File: src/rtl/sdram_arbiter.sv
// -----------------------------------------------------------------------------
// sdram_arbiter
//
// Two-requester round-robin arbiter in front of the SDRAM controller, in the
// 100 MHz SDRAM clock domain. Requester 0 is the CPU port, requester 1 is the
// display/DMA port. A level request is turned into sdram_rd_req/sdram_wr_req
// plus a latched byte count. The request is held until the matching controller
// ack rises. The arbiter then waits for that ack to fall and pulses done to the
// owning requester for one cycle.
//
// Ports:
//   clk_100m         100 MHz clock
//   rst              synchronous active-high reset
//   m0_req/m1_req    level requests, held until the matching done
//   m0_rw_n/m1_rw_n  0 = read, 1 = write (latched at grant)
//   m0_bytes/m1_bytes transfer byte counts (latched at grant)
//   m0_grant/m1_grant requester owns the controller
//   m0_done/m1_done  one-cycle completion pulse
//   sdram_init_done  controller initialisation complete (gates new grants)
//   sdram_rd_ack     controller read-data phase (multi-cycle level)
//   sdram_wr_ack     controller write-recovery phase (multi-cycle level)
//   sdram_rd_req     read request to the controller
//   sdram_wr_req     write request to the controller
//   sdrd_bytes       latched read byte count (0 for a write transfer)
//   sdwr_bytes       latched write byte count (0 for a read transfer)
//   owner            current/last granted requester; selects the data mux
//   arb_timeout      one-cycle watchdog pulse
//
// Optional feature: define SDRAM_ARB_TIMEOUT_EN to add a watchdog.
// The watchdog forces a transfer to completion after TIMEOUT_CYCLES clocks
// in S_REQ/S_ACK. Without the macro, arb_timeout is tied low and the arbiter
// waits for the acks indefinitely.
// -----------------------------------------------------------------------------
module sdram_arbiter #(
    parameter int BYTES_W        = 9,
    parameter int TIMEOUT_CYCLES = 4096
) (
    input  logic               clk_100m,
    input  logic               rst,
    input  logic               m0_req,
    input  logic               m0_rw_n,
    input  logic [BYTES_W-1:0] m0_bytes,
    output logic               m0_grant,
    output logic               m0_done,
    input  logic               m1_req,
    input  logic               m1_rw_n,
    input  logic [BYTES_W-1:0] m1_bytes,
    output logic               m1_grant,
    output logic               m1_done,
    input  logic               sdram_init_done,
    input  logic               sdram_rd_ack,
    input  logic               sdram_wr_ack,
    output logic               sdram_rd_req,
    output logic               sdram_wr_req,
    output logic [BYTES_W-1:0] sdrd_bytes,
    output logic [BYTES_W-1:0] sdwr_bytes,
    output logic               owner,
    output logic               arb_timeout
);

    typedef enum logic [1:0] {
        S_IDLE = 2'd0,
        S_REQ  = 2'd1,
        S_ACK  = 2'd2,
        S_DONE = 2'd3
    } state_t;

    state_t             state_reg, state_next;
    logic               owner_reg, owner_next;
    logic               last_owner_reg, last_owner_next;
    logic               rw_n_reg, rw_n_next;
    logic [BYTES_W-1:0] rd_bytes_reg, rd_bytes_next;
    logic [BYTES_W-1:0] wr_bytes_reg, wr_bytes_next;

    // Requester inputs gathered into vectors so that arbitration indexes by id.
    logic [1:0]         req_vec;
    logic [1:0]         rw_n_vec;
    logic [BYTES_W-1:0] bytes_vec [2];
    logic [1:0]         grant_vec;
    logic [1:0]         done_vec;

    logic               win_valid;
    logic               win_idx;
    logic               ack_match;
    logic               busy;
    logic               done_st;

    assign req_vec      = {m1_req, m0_req};
    assign rw_n_vec     = {m1_rw_n, m0_rw_n};
    assign bytes_vec[0] = m0_bytes;
    assign bytes_vec[1] = m1_bytes;

    // Only the ack that matches the latched direction matters. The other ack
    // belongs to the controller's own activity and is ignored.
    assign ack_match = rw_n_reg ? sdram_wr_ack : sdram_rd_ack;

    // Round-robin pick: a lone requester always wins. On a tie, the requester
    // that did not own the last completed transfer wins.
    always_comb begin
        win_valid = 1'b0;
        win_idx   = 1'b0;
        if (req_vec == 2'b11) begin
            win_valid = 1'b1;
            win_idx   = ~last_owner_reg;
        end else if (req_vec[0]) begin
            win_valid = 1'b1;
            win_idx   = 1'b0;
        end else if (req_vec[1]) begin
            win_valid = 1'b1;
            win_idx   = 1'b1;
        end
    end

`ifdef SDRAM_ARB_TIMEOUT_EN
    localparam logic [12:0] TIMEOUT_LAST = 13'(TIMEOUT_CYCLES - 1);

    logic [12:0] cnt_reg, cnt_next;
    logic        timeout_reg;
    logic        timeout_hit;

    assign timeout_hit = ((state_reg == S_REQ) || (state_reg == S_ACK))
                         && (cnt_reg == TIMEOUT_LAST);

    // Held at zero while idle, so the count is 0 on the first S_REQ cycle.
    always_comb begin
        cnt_next = cnt_reg;
        if (state_reg == S_IDLE) begin
            cnt_next = '0;
        end else if ((state_reg == S_REQ) || (state_reg == S_ACK)) begin
            cnt_next = cnt_reg + 13'd1;
        end
    end

    always_ff @(posedge clk_100m) begin
        if (rst) begin
            cnt_reg     <= '0;
            timeout_reg <= 1'b0;
        end else begin
            cnt_reg     <= cnt_next;
            timeout_reg <= timeout_hit;
        end
    end

    // Registered so that the pulse lines up with the forced S_DONE cycle.
    assign arb_timeout = timeout_reg;
`else
    assign arb_timeout = 1'b0;
`endif

    // State register
    always_ff @(posedge clk_100m) begin
        if (rst) begin
            state_reg      <= S_IDLE;
            owner_reg      <= 1'b0;
            last_owner_reg <= 1'b1;
            rw_n_reg       <= 1'b0;
            rd_bytes_reg   <= '0;
            wr_bytes_reg   <= '0;
        end else begin
            state_reg      <= state_next;
            owner_reg      <= owner_next;
            last_owner_reg <= last_owner_next;
            rw_n_reg       <= rw_n_next;
            rd_bytes_reg   <= rd_bytes_next;
            wr_bytes_reg   <= wr_bytes_next;
        end
    end

    // Next-state logic
    always_comb begin
        state_next      = state_reg;
        owner_next      = owner_reg;
        last_owner_next = last_owner_reg;
        rw_n_next       = rw_n_reg;
        rd_bytes_next   = rd_bytes_reg;
        wr_bytes_next   = wr_bytes_reg;
        case (state_reg)
            S_IDLE: begin
                if (sdram_init_done && win_valid) begin
                    state_next = S_REQ;
                    owner_next = win_idx;
                    rw_n_next  = rw_n_vec[win_idx];
                    // Only the active direction carries a count.
                    if (rw_n_vec[win_idx]) begin
                        wr_bytes_next = bytes_vec[win_idx];
                        rd_bytes_next = '0;
                    end else begin
                        rd_bytes_next = bytes_vec[win_idx];
                        wr_bytes_next = '0;
                    end
                end
            end
            S_REQ: begin
                if (ack_match) begin
                    state_next = S_ACK;
                end
            end
            S_ACK: begin
                if (!ack_match) begin
                    state_next = S_DONE;
                end
            end
            S_DONE: begin
                last_owner_next = owner_reg;
                state_next      = S_IDLE;
            end
            default: begin
                state_next = S_IDLE;
            end
        endcase
`ifdef SDRAM_ARB_TIMEOUT_EN
        if (timeout_hit) begin
            state_next = S_DONE;
        end
`endif
    end

    // Output decode
    always_comb begin
        busy         = 1'b0;
        done_st      = 1'b0;
        sdram_rd_req = 1'b0;
        sdram_wr_req = 1'b0;
        case (state_reg)
            S_REQ: begin
                busy         = 1'b1;
                sdram_rd_req = ~rw_n_reg;
                sdram_wr_req = rw_n_reg;
            end
            S_ACK: begin
                busy = 1'b1;
            end
            S_DONE: begin
                busy    = 1'b1;
                done_st = 1'b1;
            end
            default: begin
                busy = 1'b0;
            end
        endcase
    end

    // Per-requester grant/done decode
    genvar gi;
    generate
        for (gi = 0; gi < 2; gi++) begin : g_port
            assign grant_vec[gi] = busy    && (owner_reg == 1'(gi));
            assign done_vec[gi]  = done_st && (owner_reg == 1'(gi));
        end
    endgenerate

    assign m0_grant   = grant_vec[0];
    assign m1_grant   = grant_vec[1];
    assign m0_done    = done_vec[0];
    assign m1_done    = done_vec[1];
    assign owner      = owner_reg;
    assign sdrd_bytes = rd_bytes_reg;
    assign sdwr_bytes = wr_bytes_reg;

endmodule

File: config.mk
export PLATFORM = sky130hd
export DESIGN_NAME = sdram_arbiter
export DESIGN_NICKNAME = d
export VERILOG_FILES = /design/src/rtl/sdram_arbiter.sv
export SDC_FILE = /design/constraint.sdc
export NUM_CORES = 1
export LEC_CHECK = 0
export BUFFER_PORTS_ARGS = -buffer_cell sky130_fd_sc_hd__buf_2
export CAP_MARGIN = 20
export CORE_ASPECT_RATIO = 0.7
export CORE_MARGIN = 2
export CORE_UTILIZATION = 39
export CTS_BUF_LIST = sky130_fd_sc_hd__clkbuf_8
export DETAILED_ROUTE_END_ITERATION = 12
export GPL_TIMING_DRIVEN = 0
export PLACE_DENSITY = 0.85
export SETUP_SLACK_MARGIN = 0.5
export SYNTH_ARGS = -nofsm -noshare
export SYNTH_HDL_FRONTEND = slang
export SYNTH_SLANG_ARGS = --single-unit
File: constraint.sdc
create_clock -name clk_100m -period 1.53 [get_ports clk_100m]
set_input_delay 0.0765 -clock clk_100m [delete_from_list [all_inputs] [get_ports clk_100m]]
set_output_delay 0.0765 -clock clk_100m [all_outputs]
set_load 0.005 [all_outputs]
* Word-level counts from Yosys, hierarchy flattened
Cells that the tools add are included.
** Word-level totals
- Logic and storage cells :: 49
- Output and inout bits :: 26
- Input port bits :: 27
- Register bits after elaboration :: 23
** Operators by class
- Multiplexer cells :: 21
- $lt $le $gt $ge :: 2
- Bitwise logic cells :: 4
- Equal/unequal tests :: 7
- Reductions and logical operators :: 9
** Operator list (count)
- 9-bit two-way mux :: 5
- 1-bit two-way mux :: 12
- 2-bit one-hot mux with 4 select lines :: 1
- 2-bit equality test, second input constant :: 3
- 2-bit two-way mux :: 3
- 2-bit inequality test, second input constant :: 3
- 1-bit logical AND :: 5
- 1-bit NOT :: 3
- 3-bit AND reduction :: 1
- 3-bit OR reduction :: 1
- 2-bit by 1-bit equality test with 1-bit output, second input constant :: 1
- 2-bit greater-or-equal comparator, second input constant :: 1
- 2-bit logical NOT :: 1
- 1-bit by 2-bit < comparator with 1-bit output, second input constant :: 1
- 1-bit NOT with 2-bit output :: 1
- 2-bit AND reduction :: 1

* Logic depth before layout (Yosys ltp)
Gate-level depths: netlist of the first run.
- Word-level depth :: 8
- Mapped depth :: 7
- Mapped depth without buffers :: 6

* Worst setup path after synthesis of the first run
No wires, ideal clock.
- Path type :: register -> register
- Start :: register state_reg[1]
- End :: register wr_bytes_reg[8], in the netlist sdwr_bytes[8]
- Setup time :: 0.068 ns
- Clock period less this slack :: 1.572 ns
- Path buffers :: 1
- Arrival time :: 1.504 ns
- Path slack :: -0.042 ns
- Stages on the path, launching flop included :: 8
- Data required time :: 1.462 ns
- Path through :: dfxtp_1 -> inv_1 -> ha_1 -> inv_1 -> or2_0 -> or3_1 -> buf_6 -> o2bb2ai_4
** On the way
- Cells in the longest elaborated chain, start to end :: 2
** Ends and longest elaborated chain
- start: declaration :: RTL line 68 : state_t state_reg, state_next;
- start signal: assignment :: RTL line 160 : state_reg <= state_next;
- 2-bit logical NOT :: RTL line 177 : case (state_reg)
- 2-bit AND reduction (no line)
- end signal: assignment :: RTL line 165 : wr_bytes_reg <= wr_bytes_next;
- end: declaration :: RTL line 73 : logic [BYTES_W-1:0] wr_bytes_reg, wr_bytes_next;
No other way between the ends.
A chain may end at the register's enable or synchronous reset.

* Worst setup path in the final report of the first run
- Start :: register state_reg[0]
- End :: register rd_bytes_reg[0], in the netlist sdrd_bytes[0]
** On the way
- Cells in the longest elaborated chain, start to end :: 2
** Ends and longest elaborated chain
- 2-bit logical NOT :: RTL line 177
- 2-bit AND reduction (no line)
- end signal: assignment :: RTL line 164 : rd_bytes_reg <= rd_bytes_next;
- end: declaration :: RTL line 72 : logic [BYTES_W-1:0] rd_bytes_reg, rd_bytes_next;
No other way between the ends.

==> flow_summary.json, run 1 <==
{
  "hold_class": "primary input to flop",
  "start_kind": "flop",
  "p_per_area_nw_per_um2": 1400,
  "wl_per_cell_um": 17.2,
  "syn_area_um2": 1070,
  "tns_ps": -6.10,
  "root_buffer": "clkbuf_8",
  "fin_cells": 198,
  "path_max_fanout": 10,
  "crit_path_end": "sdrd_bytes[0]",
  "std_cell_rows": 15,
  "io_buffers": 50,
  "crit_path_end_kind": "flop",
  "clk_latency_ps": 260,
  "netlist_instances": 93,
  "drt_wl_total_um": 3400,
  "synth_cell_type_count": 29,
  "crit_type": "flop to flop",
  "cts_inserted_buffers": 3,
  "status": "complete, but fails checks",
  "drv_cap": 0,
  "grt_usage": 0.195,
  "crit_arrival_ps": 1680,
  "seq_area_frac_synth": 0.432,
  "syn_nets": 124,
  "ys_seq_elements": 23,
  "violations": "negative setup slack",
  "num_vias": 1016,
  "die-area_um2": 3170,
  "dp.cells": 177,
  "hold_viol_final": 0,
  "rr_endpoint": "sdrd_bytes[0]",
  "fp.coreArea_um2": 2530,
  "htree_levels": 1,
  "clk_pin_slew_worst_paths_ps": 80,
  "synth_area_leaders": "dfxtp_1, mux2i_1, o2bb2ai_2",
  "cts.sinks": 23,
  "areaGrowthSynthToFinish_pct": 64.9,
  "grt_max_degree": 13,
  "yosysWarnings": 0,
  "timing.final.crit_share": 1.00,
  "synth_top_area_share": 0.432,
  "ioPinCount": 53,
  "clk_path_buf_depth": 2,
  "fp.dieH_um": 47.7,
  "drive_gt1_frac": 0.707,
  "die_x_um": 66.5,
  "drt_first_pass_iters": 4,
  "antenna_found_initial": 0,
  "reg2reg_from": "state_reg[0]",
  "nets": 196,
  "crit_start": "state_reg[0]",
  "antenna_cells": 0,
  "reg2reg_depth": 7,
  "max_slew_margin": 0.660,
  "yosys.area.top_type": "dfxtp_1",
  "drc": 0,
  "setup_viol": 2,
  "initial_core_util": 0.421,
  "place_congestion": 0.711,
  "grt_overflow_total": 0,
  "cp.required_ps": 1680,
  "period_minus_slack_ps": 1540,
  "reg2reg_slack_ps": -6,
  "finClkSkew_ps": 3.85,
  "via_per_inst": 5.13,
  "cts_hold_buf": 0,
  "finalMaxSlewViolations": 0,
  "worstMarginPinSlew_ps": 510,
  "syn_avg_cell_area_um2": 11.5,
  "fin_ws_ps": -5.79,
  "grt_pass1_vias": 925,
  "ir_drop_v": 0.000719,
  "rsz0062_at_grt": "yes",
  "p_leak_nw": 0.790,
  "dp.final_hpwl_um": 1950,
  "drt_iter0_drc": 69,
  "fmax_mhz": 651,
  "grt_first_pass_wirelength_um": 4420,
  "tritoncts": "built",
  "ant_nets": 0
}
==> worst min path at each step <==
stage / startpoint / to / slack [ps] / depth (start not counted)
6_report: m1_bytes[8] / sdrd_bytes[8] / 120 / 3
5_1_grt: m1_bytes[8] / sdrd_bytes[8] / 140 / 3
4_1_cts: m1_bytes[1] / sdrd_bytes[1] / 130 / 3
3_5_place_dp: m0_bytes[6] / sdrd_bytes[6] / 400 / 3
3_3_place_gp: m0_bytes[6] / sdrd_bytes[6] / 380 / 3
2_1_floorplan: m1_bytes[8] / sdrd_bytes[8] / 290 / 2
==> cell type report <==
cell class | instances | area, µm²
fill | 177 | 776
multi-input combinational | 60 | 734
sequential | 23 | 467
timing repair buffer | 67 | 409
tap | 34 | 42.5
clock buffer | 3 | 41.3
buffer | 5 | 41.3
inverter | 5 | 18.8
clock inverter | 1 | 3.75
==> cells by family (layout without fill, tap and decap cells) <==
group	after synthesis	count (layout)	synth area share
DFF	23	23	0.432
adders and majority gates	4	4	0.0470
AOI/OAI and AO/OA	27	27	0.272
and+or+nand+nor	16	16	0.0845
other	1	1	0.00352
muxes	12	12	0.113
buffers and inverters	10	81	0.0481
==> placed cells by master (no fill, tap or decap), types with 2 or more instances in the layout <==
cell / instances
mux2i_1: 7
inv_2: 4
o2bb2ai_4: 3
ha_4: 3
mux2i_4: 2
nand2_1: 3
buf_6: 7
buf_2: 48
dfxtp_1: 20
buf_4: 15
inv_1: 2
o2bb2ai_1: 6
mux2i_2: 3
clkbuf_8: 3
nor2_1: 2
o2bb2ai_2: 9
nor2_4: 2
and2_4: 2
dfxtp_2: 2
a211oi_2: 2
==> synthesized netlist by cell type <==
master / count
o2bb2ai_1: 9
and2_1: 2
nor3_1: 1
o2bb2ai_2: 8
o2bb2ai_4: 1
a21boi_1: 1
conb_1: 1
a21oi_1: 2
nor2_4: 1
o21ai_1: 1
or3_1: 1
buf_4: 1
nor2_2: 1
nor2b_1: 1
a211o_1: 1
nand3_1: 1
ha_1: 4
dfxtp_1: 23
nor2_1: 3
nand2_1: 3
buf_2: 2
mux2i_1: 12
clkbuf_1: 1
buf_6: 1
and2b_2: 1
inv_1: 5
or2_0: 1
a211oi_1: 3
a41o_1: 1
==> timing repair <==
| item | in CTS | in global routing |
|---|---|---|
| resized for setup | 25 | 17 |
| buffers inserted | 9 | 7 |
| cloned | 1 | 0 |
| pin swaps | 4 | 6 |
| setup endpoints to repair | 29 | 29 |
==> per-stage QoR <==
step | hold WS (ps) | cell area [µm²] | setup slack [ps] | utilization | power, mW
5_1_grt | 136 | 1760 | -92.8 | 0.694 | 2.58
3_3_place_gp | 383 | 1390 | 76.6 | 0.548 | 1.42
6_report | 125 | 1760 | -5.79 | 0.694 | 2.47
4_1_cts | 126 | 1640 | 68.7 | 0.645 | 2.13
2_1_floorplan | 288 | 1090 | 134 | - | 1.24
3_5_place_dp | 397 | 1390 | 20.4 | 0.548 | 1.47
==> critical path, cell delays in order, from the launching register on <==
cell and delay [ps]:
dfxtp_2 340, inv_2 80, ha_4 140, inv_2 40, nor2_2 310, nor2_4 130
buf_4 230, o2bb2ai_1 150
==> report_power, final <==
| part | switching (mW) | internal, mW | total, mW |
|---|---|---|---|
| combinational | 0.641 | 0.683 | 1.32 |
| sequential | 0.0794 | 0.698 | 0.777 |
| clock | 0.186 | 0.179 | 0.365 |
| total | 0.906 | 1.56 | 2.47 |
==> routing by layer <==
layer	share of wire	track usage	vias to the layer above
met5	0	0	-
met4	0.028	0.0612	0
met3	0.060	0.0471	10
met2	0.48	0.362	48
met1	0.43	0.230	476
li1	-	-	482
Note: power is estimated with default switching activity, not from simulation.
==> inputs of run 2 (changes only) <==
- REMOVE_ABC_BUFFERS: not set -> 1
==> run 2 against run 1 <==
The flow now finishes without violations. Maximum frequency is 0.78% higher. Non-clock buffer count decreased by 4. Critical path type unchanged. Clock skew grew 2.9 ps.
==> flow_summary.json, run 2 (synthesized netlist as in run 1, its figures left out) <==
{
  "status": "complete, no violations",
  "grt_usage": 0.191,
  "cp.required_ps": 1730,
  "std_cell_rows": 15,
  "period_minus_slack_ps": 1520,
  "num_vias": 1018,
  "grt_overflow_total": 0,
  "grt_pass1_vias": 910,
  "reg2reg_from": "state_reg[1]",
  "htree_levels": 1,
  "die-area_um2": 3170,
  "finalMaxSlewViolations": 0,
  "final_cell_mix": "buf_2, dfxtp_1, o2bb2ai_2, buf_4, mux2i_1",
  "clk_pin_slew_worst_paths_ps": 80,
  "drt_first_pass_iters": 4,
  "drive_gt1_frac": 0.728,
  "drt_wl_total_um": 3290,
  "critical-path-top-delay-family": "simple AND/OR/NAND/NOR gates",
  "p_leak_nw": 0.782,
  "io_buffers": 51,
  "crit_start": "state_reg[1]",
  "areaGrowthSynthToFinish_pct": 66.8,
  "crit_path_end_kind": "flop",
  "fp.coreArea_um2": 2530,
  "dp.final_hpwl_um": 1840,
  "crit_arrival_ps": 1720,
  "via_per_inst": 5.19,
  "antenna_cells": 0,
  "path_cells": "inv_2 -> ha_4 -> inv_2 -> or2_4 -> or3_4 -> o2bb2ai_4",
  "die_x_um": 66.5,
  "ant_nets": 0,
  "antenna_found_initial": 0,
  "drt_iter0_drc": 47,
  "reg2reg_depth": 6,
  "tns_ps": 0,
  "drv_cap": 0,
  "hold_viol_final": 0,
  "clk_path_buf_depth": 2,
  "grt_max_degree": 19,
  "grt_first_pass_wirelength_um": 4350,
  "ioPinCount": 53,
  "crit_type": "flop to flop",
  "ir_drop_v": 0.000675,
  "timing.final.crit_share": 0.996,
  "dp.cells": 174,
  "cts.sinks": 23,
  "setup_viol": 0,
  "place_congestion": 0.706,
  "crit_path_end": "sdwr_bytes[5]",
  "tritoncts": "built",
  "fp.dieH_um": 47.7,
  "drc": 0,
  "finalPower_mw": 2.41,
  "fin_ws_ps": 6.07,
  "root_buffer": "clkbuf_8",
  "hold_class": "primary input to flop",
  "rr_endpoint": "sdwr_bytes[5]",
  "finClkSkew_ps": 6.75,
  "critical_path.slowest_cell": "or3_4",
  "initial_core_util": 0.421,
  "cp_num_cells": 6,
  "start_kind": "flop",
  "clk_latency_ps": 270,
  "nets": 194,
  "wl_per_cell_um": 16.8,
  "reg2reg_slack_ps": 6,
  "place_ws_ps": -512,
  "rsz0062_at_grt": "yes",
  "cpPeakStageDelay_ps": 440,
  "cts_inserted_buffers": 3,
  "critPathMostFrequentCell": "inv_2",
  "cts_hold_buf": 0,
  "p_per_area_nw_per_um2": 1360,
  "layout_commonest_cell": "buf_2",
  "n_fill_cell": 182,
  "crit_buf_inv": 2,
  "fin_cells": 196,
  "path_max_fanout": 5,
  "fmax_mhz": 656
}
==> run 2: per-stage QoR <==
stage               hold WS [ps]  instance area, µm²   util
global placement             366                1330  0.525
finish                       116                1780  0.702
detailed placement           380                1340  0.528
global route                 119                1780  0.702
CTS                          112                1620  0.640
floorplan                    146                1030      -
==> run 2: layout make-up <==
type                            count  area (µm²)  area share
Clock buffer                        3        41.3      0.0232
Clock inverter                      1        5.00     0.00281
Inverter                            5        18.8      0.0106
Multi-Input combinational cell     62         776       0.436
Sequential cell                    23         468       0.263
Tap cell                           34        42.5      0.0239
Timing Repair Buffer               68         427       0.240
==> run 2: routing by layer <==
metal	up-vias	share of wire	track usage
met2	46	0.48	0.332
li1	484	-	-
met4	0	0.015	0.0327
met1	484	0.44	0.243
met3	4	0.058	0.0588
met5	-	0	0
==> run 2: worst register-to-register path, delay by kind of cell, from the launching register on <==
| kind | cells | cell delay [ps] |
|---|---|---|
| buffers and inverters | 2 | 130 |
| adder cells (fa/ha/maj) | 1 | 150 |
| flip-flops | 1 | 340 |
| AND/OR/NAND/NOR | 2 | 680 |
| AO/OA/AOI/OAI | 1 | 150 |
==> run 2: timing repair <==
item / CTS / global route
setup buffers: 11 / 5
endpoints found under the setup margin: 29 / 29
resized for setup: 34 / 19
gates cloned: 2 / 0
pin swaps: 14 / 12
==> run 2: worst min-delay path by stage <==
stage	start	endpoint	slack [ps]	cells after the start
floorplan	rst	owner	150	1
global placement	m0_bytes[1]	sdwr_bytes[1]	370	3
detailed placement	m0_bytes[6]	sdwr_bytes[6]	380	3
CTS	rst	rw_n_reg	110	2
global route	m0_bytes[7]	sdrd_bytes[7]	120	3
finish	m0_bytes[7]	sdrd_bytes[7]	120	3
==> run 2: power breakdown <==
part | internal (mW) | leakage, nW | switching [mW] | total (mW)
Clock | 0.182 | 0.0255 | 0.195 | 0.377
Combinational | 0.655 | 0.568 | 0.609 | 1.26
Sequential | 0.698 | 0.188 | 0.0737 | 0.772
Total | 1.54 | 0.782 | 0.878 | 2.41
==> inputs of run 3 (changes only) <==
- CORE_UTILIZATION: 39 -> 42
- GPL_TIMING_DRIVEN: 0 -> not set
- PLACE_DENSITY: 0.85 -> 0.89
==> run 3 against run 2 <==
Final cell count grew 4.1%. Total power increased by 15%. Flip-flop and latch count stayed put. Register-to-register slack is essentially flat. Highest routed layer unchanged. Die area is 6.6% lower.
==> flow_summary.json, run 3 (synthesized netlist as in run 1, its figures left out) <==
{
  "layout_commonest_cell": "buf_2",
  "grt_max_degree": 15,
  "crit_arrival_ps": 1730,
  "grt_pass1_vias": 1147,
  "areaGrowthSynthToFinish_pct": 83.7,
  "grt_first_pass_wirelength_um": 5330,
  "p_leak_nw": 0.862,
  "drt_iter0_drc": 43,
  "whs_ps": 102,
  "timing.final.crit_share": 0.993,
  "drive_gt1_frac": 0.782,
  "setup_viol": 0,
  "antenna_found_initial": 0,
  "place_ws_ps": -89.8,
  "rr_endpoint": "sdwr_bytes[1]",
  "clk_path_buf_depth": 2,
  "reg2reg_slack_ps": 10,
  "io_buffers": 51,
  "ioPinCount": 53,
  "initial_core_util": 0.437,
  "clk_latency_ps": 270,
  "path_cells": "inv_2 -> ha_4 -> inv_2 -> or2_1 -> or3_4 -> buf_8 -> o2bb2ai_2",
  "htree_levels": 1,
  "cpPeakStageDelay_ps": 360,
  "rsz0062_at_grt": "yes",
  "start_kind": "flop",
  "root_buffer": "clkbuf_8",
  "grt_usage": 0.247,
  "drt_wl_total_um": 3550,
  "drt_first_pass_iters": 4,
  "crit_path_end": "sdwr_bytes[1]",
  "hold_viol_final": 0,
  "nets": 202,
  "drv_cap": 0,
  "ant_nets": 0,
  "fp.dieH_um": 46.2,
  "finClkSkew_ps": 2.86,
  "finalMaxSlewViolations": 0,
  "grt_overflow_total": 0,
  "dp.final_hpwl_um": 1890,
  "fin_ws_ps": 10.4,
  "crit_buf_inv": 3,
  "num_vias": 1061,
  "cp.required_ps": 1740,
  "die_x_um": 64.2,
  "min_from": "rst",
  "drc": 0,
  "cts.sinks": 23,
  "ir_drop_v": 0.000579,
  "period_minus_slack_ps": 1520,
  "reg2reg_from": "state_reg[1]",
  "p_per_area_nw_per_um2": 1410,
  "critical_path.slowest_cell": "or3_4",
  "std_cell_rows": 15,
  "reg2reg_depth": 7,
  "place_congestion": 0.729,
  "crit_path_end_kind": "flop",
  "cp_num_cells": 7,
  "critPathMostFrequentCell": "inv_2",
  "antenna_cells": 0,
  "final_cell_mix": "buf_2, dfxtp_1, buf_6",
  "wl_per_cell_um": 17.4,
  "crit_type": "flop to flop",
  "fp.coreArea_um2": 2440,
  "tritoncts": "built",
  "via_per_inst": 5.20,
  "cts_inserted_buffers": 3,
  "hold_class": "primary input to flop",
  "die-area_um2": 2960,
  "clk_pin_slew_worst_paths_ps": 90,
  "path_max_fanout": 5,
  "crit_start": "state_reg[1]",
  "status": "complete, no violations",
  "fmax_mhz": 658,
  "critical-path-top-delay-family": "simple AND/OR/NAND/NOR gates"
}
==> run 3: changes by cell type in the layout (fill, tap and decap cells not counted), moves of 2 or more <==
cell,previous run,this run
o2bb2ai_4,2,4
a21oi_1,2,0
buf_6,5,15
nor2_1,3,1
mux2i_4,4,2
mux2i_1,6,8
o2bb2ai_2,12,14
o2bb2ai_1,4,0
a21oi_2,0,2
==> run 3: power by group <==
part | leakage (nW) | switching (mW) | internal [mW] | total, mW
clock network | 0.0217 | 0.216 | 0.185 | 0.400
registers | 0.189 | 0.0788 | 0.699 | 0.778
logic | 0.651 | 0.717 | 0.869 | 1.59
==> run 3: routing by layer <==
layer  track usage  share of wire
met5             0              0
met4         0.174          0.042
met3        0.0709          0.048
met2         0.429           0.49
met1         0.270           0.42
==> run 3: repair_timing <==
action / in CTS / in global routing
pin swaps: 29 / 9
resized for setup: 57 / 19
cloned: 3 / 0
setup buffers: 12 / 3
setup endpoints to repair: 29 / 29
endpoints found under the hold margin: 0 / 0
hold buffers: 0 / 0
==> run 3: final cells by class <==
cell class                      instances  area (µm²)
Clock buffer                            3        41.3
Clock inverter                          1        7.51
Fill cell                             141         482
Inverter                                5        18.8
Multi-Input combinational cell         61         827
Sequential cell                        23         469
Tap cell                               34        42.5
Timing Repair Buffer                   77         552
==> run 3: worst min path at each step <==
stage / endpoint / slack [ps] / depth (start not counted)
2_1_floorplan: owner / 150 / 1
3_3_place_gp: sdwr_bytes[3] / 370 / 3
3_5_place_dp: sdwr_bytes[5] / 380 / 3
4_1_cts: owner / 110 / 2
5_1_grt: owner / 120 / 2
6_report: owner / 100 / 2
==> run 3: through the flow <==
stage	util	std cells	instance area, µm²	power (mW)	TNS, ps
after floorplan	-	88	1030	1.16	-7500
after global placement	0.573	182	1400	1.49	-38.5
after detailed placement	0.573	182	1400	1.52	-1180
after CTS	0.756	201	1840	2.47	0
after global routing	0.803	204	1960	2.90	-281
final	0.803	204	1960	2.76	0
